File: src/rtl/bitwise_sched_pkg.sv
// Shared types and sizing helpers for the bitwise operation scheduler.
// Provides the FSM state enum, default parameters and width helpers.
package bitwise_sched_pkg;

    typedef enum logic [1:0] {
        IDLE = 2'd0,
        BUSY = 2'd1,
        DONE = 2'd2
    } state_e;

    localparam int DEF_NUM_REQ = 4;
    localparam int DEF_WIDTH   = 16;
    localparam int DEF_LATENCY = 10;

    // Width of a requester index (never below one bit).
    function automatic int id_w(input int n);
        return (n > 1) ? $clog2(n) : 1;
    endfunction

    // Width of the latency down-counter.
    function automatic int cnt_w(input int lat);
        return $clog2(lat) + 1;
    endfunction

endpackage

File: src/rtl/rr_arbiter.sv
// Combinational round-robin arbiter: first set bit of req at or after ptr.
// Ports: req (requests), ptr (priority start index), gnt (one-hot grant).
module rr_arbiter
    import bitwise_sched_pkg::*;
#(
    parameter  int N  = 4,
    localparam int PW = id_w(N)
) (
    input  logic [N-1:0]  req,
    input  logic [PW-1:0] ptr,
    output logic [N-1:0]  gnt
);

    int            s;
    logic [PW-1:0] idx;
    logic          found;

    always_comb begin
        gnt   = '0;
        found = 1'b0;
        s     = 0;
        idx   = '0;
        for (int i = 0; i < N; i++) begin
            // Walk the ring starting at ptr, wrapping modulo N.
            s = int'(ptr) + i;
            if (s >= N) begin
                s = s - N;
            end
            idx = PW'(s);
            if (!found && req[idx]) begin
                gnt[idx] = 1'b1;
                found    = 1'b1;
            end
        end
    end

endmodule

File: src/rtl/bitwise_op_sched.sv
// Round-robin scheduler in front of one shared multi-cycle AND/OR/XOR unit.
// Ports: clk, rst_n (async active-low); req_valid/req_ready/req_a/req_b
// per requester (operands packed at [i*WIDTH +: WIDTH]); rsp_valid,
// rsp_ready, rsp_id, rsp_and, rsp_or, rsp_xor response; busy status.
// Macro BITWISE_SCHED_FAST_ISSUE_EN: re-arbitrate in DONE on handshake.
module bitwise_op_sched
    import bitwise_sched_pkg::*;
#(
    parameter  int NUM_REQ = DEF_NUM_REQ,
    parameter  int WIDTH   = DEF_WIDTH,
    parameter  int LATENCY = DEF_LATENCY,
    localparam int IDW     = id_w(NUM_REQ),
    localparam int CW      = cnt_w(LATENCY)
) (
    input  logic                     clk,
    input  logic                     rst_n,
    input  logic [NUM_REQ-1:0]       req_valid,
    output logic [NUM_REQ-1:0]       req_ready,
    input  logic [NUM_REQ*WIDTH-1:0] req_a,
    input  logic [NUM_REQ*WIDTH-1:0] req_b,
    output logic                     rsp_valid,
    input  logic                     rsp_ready,
    output logic [IDW-1:0]           rsp_id,
    output logic [WIDTH-1:0]         rsp_and,
    output logic [WIDTH-1:0]         rsp_or,
    output logic [WIDTH-1:0]         rsp_xor,
    output logic                     busy
);

    state_e           state_q, state_d;
    logic [IDW-1:0]   ptr_q, ptr_d;
    logic [CW-1:0]    cnt_q, cnt_d;
    logic [WIDTH-1:0] a_q, a_d;
    logic [WIDTH-1:0] b_q, b_d;
    logic [IDW-1:0]   id_q, id_d;
    logic [WIDTH-1:0] and_q, or_q, xor_q;
    logic             load_res;

    logic [NUM_REQ-1:0] gnt;
    logic               grant_en;
    logic               accept;
    logic [WIDTH-1:0]   sel_a, sel_b;
    logic [IDW-1:0]     sel_id;

    rr_arbiter #(
        .N   (NUM_REQ)
    ) u_arb (
        .req (req_valid),
        .ptr (ptr_q),
        .gnt (gnt)
    );

    // Grants are masked during reset so nothing looks accepted while
    // the block is being cleared.
`ifdef BITWISE_SCHED_FAST_ISSUE_EN
    assign grant_en = rst_n
                    & ((state_q == IDLE)
                    | ((state_q == DONE) & rsp_ready));
`else
    assign grant_en = rst_n & (state_q == IDLE);
`endif

    assign req_ready = grant_en ? gnt : '0;
    assign accept    = |req_ready;

    always_comb begin
        sel_a  = '0;
        sel_b  = '0;
        sel_id = '0;
        for (int i = 0; i < NUM_REQ; i++) begin
            if (gnt[i]) begin
                sel_a  = req_a[i*WIDTH +: WIDTH];
                sel_b  = req_b[i*WIDTH +: WIDTH];
                sel_id = IDW'(i);
            end
        end
    end

    always_comb begin
        state_d  = state_q;
        cnt_d    = cnt_q;
        ptr_d    = ptr_q;
        a_d      = a_q;
        b_d      = b_q;
        id_d     = id_q;
        load_res = 1'b0;

        unique case (state_q)
            IDLE: begin
            end
            BUSY: begin
                // Leave BUSY on the edge where the count reaches zero.
                if (cnt_q <= CW'(1)) begin
                    state_d  = DONE;
                    cnt_d    = '0;
                    load_res = 1'b1;
                end else begin
                    cnt_d = cnt_q - CW'(1);
                end
            end
            DONE: begin
                if (rsp_ready) begin
                    state_d = IDLE;
                end
            end
            default: begin
                state_d = IDLE;
            end
        endcase

        // Accept only happens in IDLE or in DONE on handshake, so it
        // safely overrides the transition chosen above.
        if (accept) begin
            a_d   = sel_a;
            b_d   = sel_b;
            id_d  = sel_id;
            cnt_d = CW'(LATENCY - 1);
            if (sel_id == IDW'(NUM_REQ - 1)) begin
                ptr_d = '0;
            end else begin
                ptr_d = sel_id + IDW'(1);
            end
            if (LATENCY == 1) begin
                state_d  = DONE;
                load_res = 1'b1;
            end else begin
                state_d = BUSY;
            end
        end
    end

    always_ff @(posedge clk or negedge rst_n) begin
        if (!rst_n) begin
            state_q <= IDLE;
            ptr_q   <= '0;
            cnt_q   <= '0;
            a_q     <= '0;
            b_q     <= '0;
            id_q    <= '0;
            and_q   <= '0;
            or_q    <= '0;
            xor_q   <= '0;
        end else begin
            state_q <= state_d;
            ptr_q   <= ptr_d;
            cnt_q   <= cnt_d;
            a_q     <= a_d;
            b_q     <= b_d;
            id_q    <= id_d;
            if (load_res) begin
                and_q <= a_d & b_d;
                or_q  <= a_d | b_d;
                xor_q <= a_d ^ b_d;
            end
        end
    end

    assign rsp_valid = (state_q == DONE);
    assign rsp_id    = id_q;
    assign rsp_and   = and_q;
    assign rsp_or    = or_q;
    assign rsp_xor   = xor_q;
    assign busy      = (state_q != IDLE);

endmodule

File: config.mk
export PLATFORM = sky130hd
export DESIGN_NAME = bitwise_op_sched
export DESIGN_NICKNAME = d
export VERILOG_FILES = /design/src/rtl/bitwise_sched_pkg.sv /design/src/rtl/rr_arbiter.sv /design/src/rtl/bitwise_op_sched.sv
export SDC_FILE = /design/constraint.sdc
export NUM_CORES = 1
export LEC_CHECK = 0
export CORE_UTILIZATION = 30
export DETAILED_ROUTE_END_ITERATION = 8
export PLACE_DENSITY = 0.65
export SETUP_SLACK_MARGIN = 0.15
export SYNTH_ARGS = -nofsm -noshare
export SYNTH_HDL_FRONTEND = slang
export SYNTH_HIERARCHICAL = 1
export SYNTH_SLANG_ARGS = --single-unit
File: constraint.sdc
create_clock -name clk -period 4.9 [get_ports clk]
set_clock_uncertainty 0.05 [all_clocks]
set_input_delay 0.98 -clock clk [delete_from_list [all_inputs] [get_ports clk]]
set_output_delay 0.98 -clock clk [all_outputs]
set_load 0.02 [all_outputs]
Word-level counts from Yosys, hierarchy flattened
Index checks and enable logic that the tools add are counted.
- register bits: 91
- input bits: 135
- output and inout port bits: 56
- logic and storage cells: 110
- $add $sub $neg: 9
- order comparisons: 13
- eq/ne operators: 6
- mux-type cells: 51
- bitwise gates (word level): 7
- reduce and logical (&&, ||, !) cells: 15
- operator list (kind ; count):
    $mux 16 ; 10
    $mux 2 ; 10
    $mux 4 ; 5
    $and 16x16->16 ; 1
    $or 16x16->16 ; 1
    $xor 16x16->16 ; 1
    $mux 5 ; 3
    $mux 1 ; 14
    $lt 2x3->1 const B ; 4
    $or 4x4->4 ; 3
    $ge 3x3->1 const B ; 3
    $bmux 1 s2 ; 4
    $demux 1 s2 ; 4
    $ge 2x1->1 const B ; 4
    $sub 2x1->2 const B ; 4
    $logic_and 1x1->1 ; 7
    $add 2x2->3 const B ; 2
    $pmux 2 s3 ; 1
    $le 5x1->1 const B ; 1
    $sub 5x1->5 const B ; 1
    $eq 2x2->1 const B ; 2
    $reduce_bool 2->1 ; 2
    $reduce_or 4->1 ; 1
    $add 2x1->3 const B ; 1
    other kinds (10) ; 12

Logic depth before layout (Yosys ltp)
- word-level depth: 20
- gate-level depth with buffers: 15
- depth with buffers taken out: 11

Cells and area by module
Netlist, hierarchy kept.
- modules (own cells, without submodules) (module ; instances ; cells each ; area each (um^2) ; sequential area each (um^2)):
    bitwise_op_sched ; 1 ; 548 ; 5415.2 ; 2277.2
    rr_arbiter ; 1 ; 30 ; 302.8 ; 0.0

Worst setup path before layout
OpenSTA, ideal clock, no wires.
- kind: input port to output port
- from: input port req_valid[3]
- to: output port req_ready[3]
- arrival: 3.027 ns
- data required time: 3.870 ns
- path slack: 0.843 ns
- cell stages on the path: 7
- path buffers: 3
- cell sequence: mux4_2 nor4b_4 a221o_1 clkbuf_1 clkbuf_1 clkbuf_1 and2_1
- longest elaborated chain between the ends: 13
- elaborated cells between the ends (all ways): 25
- classes of those cells: mux (16); bitwise (3); reduce/logical (6)
- RTL lines (element ; line ; RTL):
    start, declared ; bitwise_op_sched.sv:17 ; input logic [NUM_REQ-1:0] req_valid,
    $bmux 1 s2 ; rr_arbiter.sv:30 ; if (!found && req[idx]) begin
    $mux 1 (implied by the code) ; rr_arbiter.sv:30 ;
    $mux 1 ; rr_arbiter.sv:30 ;
    $logic_not 1->1 ; rr_arbiter.sv:30 ;
    $logic_and 1x1->1 ; rr_arbiter.sv:30 ;
    $mux 1 ; rr_arbiter.sv:30 ;
    $logic_not 1->1 ; rr_arbiter.sv:30 ;
    $logic_and 1x1->1 ; rr_arbiter.sv:30 ;
    $mux 1 ; rr_arbiter.sv:30 ;
    $logic_not 1->1 ; rr_arbiter.sv:30 ;
    $logic_and 1x1->1 ; rr_arbiter.sv:30 ;
    $mux 4 * ; rr_arbiter.sv:30 ;
    named net gnt[3] ; bitwise_op_sched.sv:39 ; logic [NUM_REQ-1:0] gnt;
    $mux 4 * ; bitwise_op_sched.sv:63 ; assign req_ready = grant_en ? gnt : '0;
    end, declared ; bitwise_op_sched.sv:18 ; output logic [NUM_REQ-1:0] req_ready,
The timed path passes the listed nets; every way through them passes the cells marked *. The select of a mux whose other input is x is not followed.

Final worst setup path
- from: input port req_valid[1]
- to: output port req_ready[3]
The elaborated chain is that of the path after synthesis.

==> flow_summary.rst <==
.. list-table::
   :header-rows: 1

   * - Metric
     - Value
   * - Outcome
     - completed
   * - Unrepaired setup endpoints after global routing
     - no
   * - Post-detailed-route via-to-cell ratio
     - 5.24
   * - Hold buffers post-CTS
     - 0
   * - Most common library cell in the layout ignoring fill and taps
     - clkdlybuf4s50_1
   * - Power per unit of standard cell area
     - 751 nW/um^2
   * - Post-layout nets
     - between 900 and 1000
   * - Largest family of logic cells by synthesized area
     - compound AO/OA/AOI/OAI gates
   * - Share of the synthesized area in compound gates (AO/OA/AOI/OAI)
     - 24.1%
   * - Setup Total Neg Slack
     - 0 ns
   * - Category of the worst setup path capture point
     - primary output
   * - Register-to-Register Path Depth
     - 11
   * - Half-perimeter wire length after detailed placement
     - around 13000 um
   * - Register area share after synthesis
     - 39.8%
   * - Area of placed instances
     - ~7800 sq um
   * - Synth Instances
     - 578
   * - Share of layout cells above drive strength 1
     - ~11%
   * - Hold Vio Cnt, Final
     - 0
   * - Vert. Die Dim
     - 140 um
   * - Xor/xnor share of the synthesized area
     - 0%
   * - Fmax
     - 0.219 GHz
   * - First-pass GRT wire length
     - 27500 um
   * - Post-layout minimum cycle time
     - 4.57 ns
   * - Drc violations
     - 0
   * - Slew at the pin with the worst max-slew slack
     - about 0.91 ns
   * - Required time of the critical path
     - 3.87 ns
   * - Post-CTS setup repair buffer count
     - 0
   * - Hold Crit Depth
     - 2
   * - Cell area after technology mapping
     - ~5700 sq um
   * - Setup-failing EPs final
     - 0
   * - Crit-path max FO
     - 10
   * - Hold Crit Endpoint
     - rsp_id[0]
   * - Share of the synthesized area in the top cell type
     - 39.8%
   * - 1st-pass router iterations
     - 4
   * - Overflow after GRT
     - 0
   * - Critical path launch point type
     - input pin
   * - TritonCTS clock tree
     - done
   * - Antenna violations before repair
     - 0
   * - Area added between synthesis and finish
     - 42.5%
   * - Largest area contributor in the synthesized netlist
     - dfrtp_1
   * - Overall Global Routing Usage
     - 18.2%
   * - Number of DRC markers after the initial detailed-route iteration
     - 210
   * - Number of clock sinks
     - between 90 and 100
   * - Die footprint
     - a little under 20000 sq um
   * - Largest net degree at the start of global routing
     - 67
   * - Antenna-violating nets left
     - 0
   * - Hold path startpoint
     - rsp_id[0]
   * - Root Buffer Master
     - clkbuf_16
   * - Type of the most critical hold path
     - flip-flop to flip-flop
   * - Slew Viols, Final
     - 0
   * - Storage element area
     - 2280 sq um
   * - Number of warnings printed during yosys synthesis
     - 6
   * - Power after layout
     - 6.12 mW
   * - Max capacitance violation total
     - 0
   * - Worst Path Arrival
     - between 3 and 4 ns
   * - Total number of placement rows
     - 50
   * - Total non-filler cell area in the finished layout
     - 8150 sq um
   * - Fill count
     - 1782
   * - Critical path class
     - input pin to primary output
   * - Vias
     - approximately 5200
   * - Clock input transition at the sequential cells of the worst setup and hold paths
     - 0.06 ns
   * - Syn Nets
     - 753
   * - Starting Density
     - between 30 and 40%
   * - Clock insertion delay at the later pin of the skew report
     - 0.34 ns
   * - CTS HTree Levels
     - 3
   * - Register-to-register setup slack
     - around 0.84 ns
   * - Number of library cell types mapped by synthesis
     - 44
   * - Maximum root-to-sink buffer count
     - 2
   * - Synth Area per Inst
     - 9.89 sq um
   * - Share of the clock period used by the worst path after layout
     - approximately 93%
   * - Core Box Area
     - around 19000 sq um
   * - TritonCTS buffer count
     - 9
   * - Number of primary I/O pins
     - 191
   * - Synthesized flop and latch total
     - 91
   * - I/O Buffers
     - 190
   * - Share of synthesized cell area in and, or, nand and nor gates
     - 12.6%
   * - Final weighted congestion of routability-driven global placement
     - 0.811
   * - Number of global-route vias before repair
     - around 5100
   * - Maximum vdd ir drop
     - 0.000293 V
   * - Worst slew margin relative to its limit
     - 39.6%
   * - X dimension of the die
     - 140 um
   * - Area of the multi-input gates
     - around 3100 sq um
   * - Final routed wire length divided by cell count
     - 17.9 um
   * - Reg-to-reg endpoint
     - rsp_xor[0]
   * - Worst reg2reg startpoint
     - ptr_q[0]
   * - Post-CTS sizing
     - 0
   * - Commonest cells after routing, fill and taps aside
     - 189 x clkdlybuf4s50_1, 91 x dfrtp_1, 52 x a21oi_1
   * - Antenna Cells
     - 0
   * - Leading post-synthesis cells by cell area
     - dfrtp_1 40%, ha_1 8.8%, mux2_2 6.3%
   * - Adder-cell share of the synthesized area
     - 8.75%
   * - Static leakage
     - 3.31 nW
   * - Post-Route WL
     - 17600 um
   * - Portion of netlist area occupied by mux cells
     - 7.94%
sequential cells by signal, indices dropped and copies added (netlist names):
signal	flops
b_q	16
rsp_xor	16
ptr_q	2
rsp_or	16
state_q	2
rsp_id	2
a_q	16
rsp_and	16
cnt_q	5
power by group:
| group | internal, mW | switching [mW] |
|---|---|---|
| Combinational | 1.77 | 2.20 |
| Sequential | 1.14 | 0.250 |
| Clock | 0.472 | 0.290 |
| Total | 3.38 | 2.74 |
worst max-delay path by stage:
stage            startpoint            to  cells after the start  slack, ns
5_1_grt        req_valid[1]  req_ready[3]                      6       0.20
6_report       req_valid[1]  req_ready[3]                      6       0.33
4_1_cts        req_valid[1]  req_ready[3]                      6       0.31
2_1_floorplan  req_valid[3]  req_ready[3]                      7       0.84
3_3_place_gp   req_valid[3]    rsp_xor[2]                     10       0.33
3_5_place_dp   req_valid[1]    rsp_and[6]                     10       0.28
cells in the mapped netlist (all sizes together):
library cell,count
dfrtp,91
a21oi,52
ha,40
inv,39
o22a,33
clkbuf,32
mux2,32
nand3b,32
o22ai,32
nand2,27
o21ai,24
nor2b,20
o211ai,19
buf,18
nand3,16
o31ai,16
a221oi,14
nor2,5
a221o,4
and2,4
mux4,4
nand2b,2
nor3,2
nor3b,2
nor4b,2
o2bb2ai,2
o41ai,2
a211oi,1
a21o,1
a2bb2oi,1
nand4b,1
o21ba,1
o21bai,1
o32ai,1
or2,1
or3,1
or3b,1
or4,1
or4b,1
critical path, cell delays in order:
cell and delay [ns]:
clkdlybuf4s50_1 0.46, mux4_2 0.60, nor4b_4 0.38, a221o_2 0.34, and2_1 0.16, clkdlybuf4s50_1 0.61
layer usage:
| layer | global-route usage (%) | part of all wire, % | vias up |
|---|---|---|---|
| li1 | - | - | 2486 |
| met1 | 22.5 | 46 | 2508 |
| met2 | 30.2 | 47 | 138 |
| met3 | 5.33 | 5.3 | 26 |
| met4 | 6.36 | 2.1 | 0 |
| met5 | 0 | 0 | - |
stage by stage:
stage	hold WS [ns]	std cells	worst slack (ns)	utilization (%)
6_report	0.455	985	0.329	43.5
5_1_grt	0.468	985	0.200	43.5
4_1_cts	0.455	985	0.307	43.5
3_5_place_dp	0.436	970	0.277	41.8
3_3_place_gp	0.429	970	0.335	41.8
2_1_floorplan	0.458	578	0.843	-
layout make-up:
cell class	instances	area share, %
well taps	234	3.59
clock buffers	11	3.10
multi-input cells	398	37.7
repair buffers	208	25.0
flip-flops and latches	91	28.0
inverters	39	1.80
clock inverters	4	0.906
cell families (layout without fill, tap and decap cells):
logic type      count (synthesis)  count (layout)
compound gates                204             204
fa+ha+maj                      40              40
buf+inv                        89             262
flops                          91              91
mux                            36              36
simple gates                  118             118
Power figures use the tool's default switching activity.
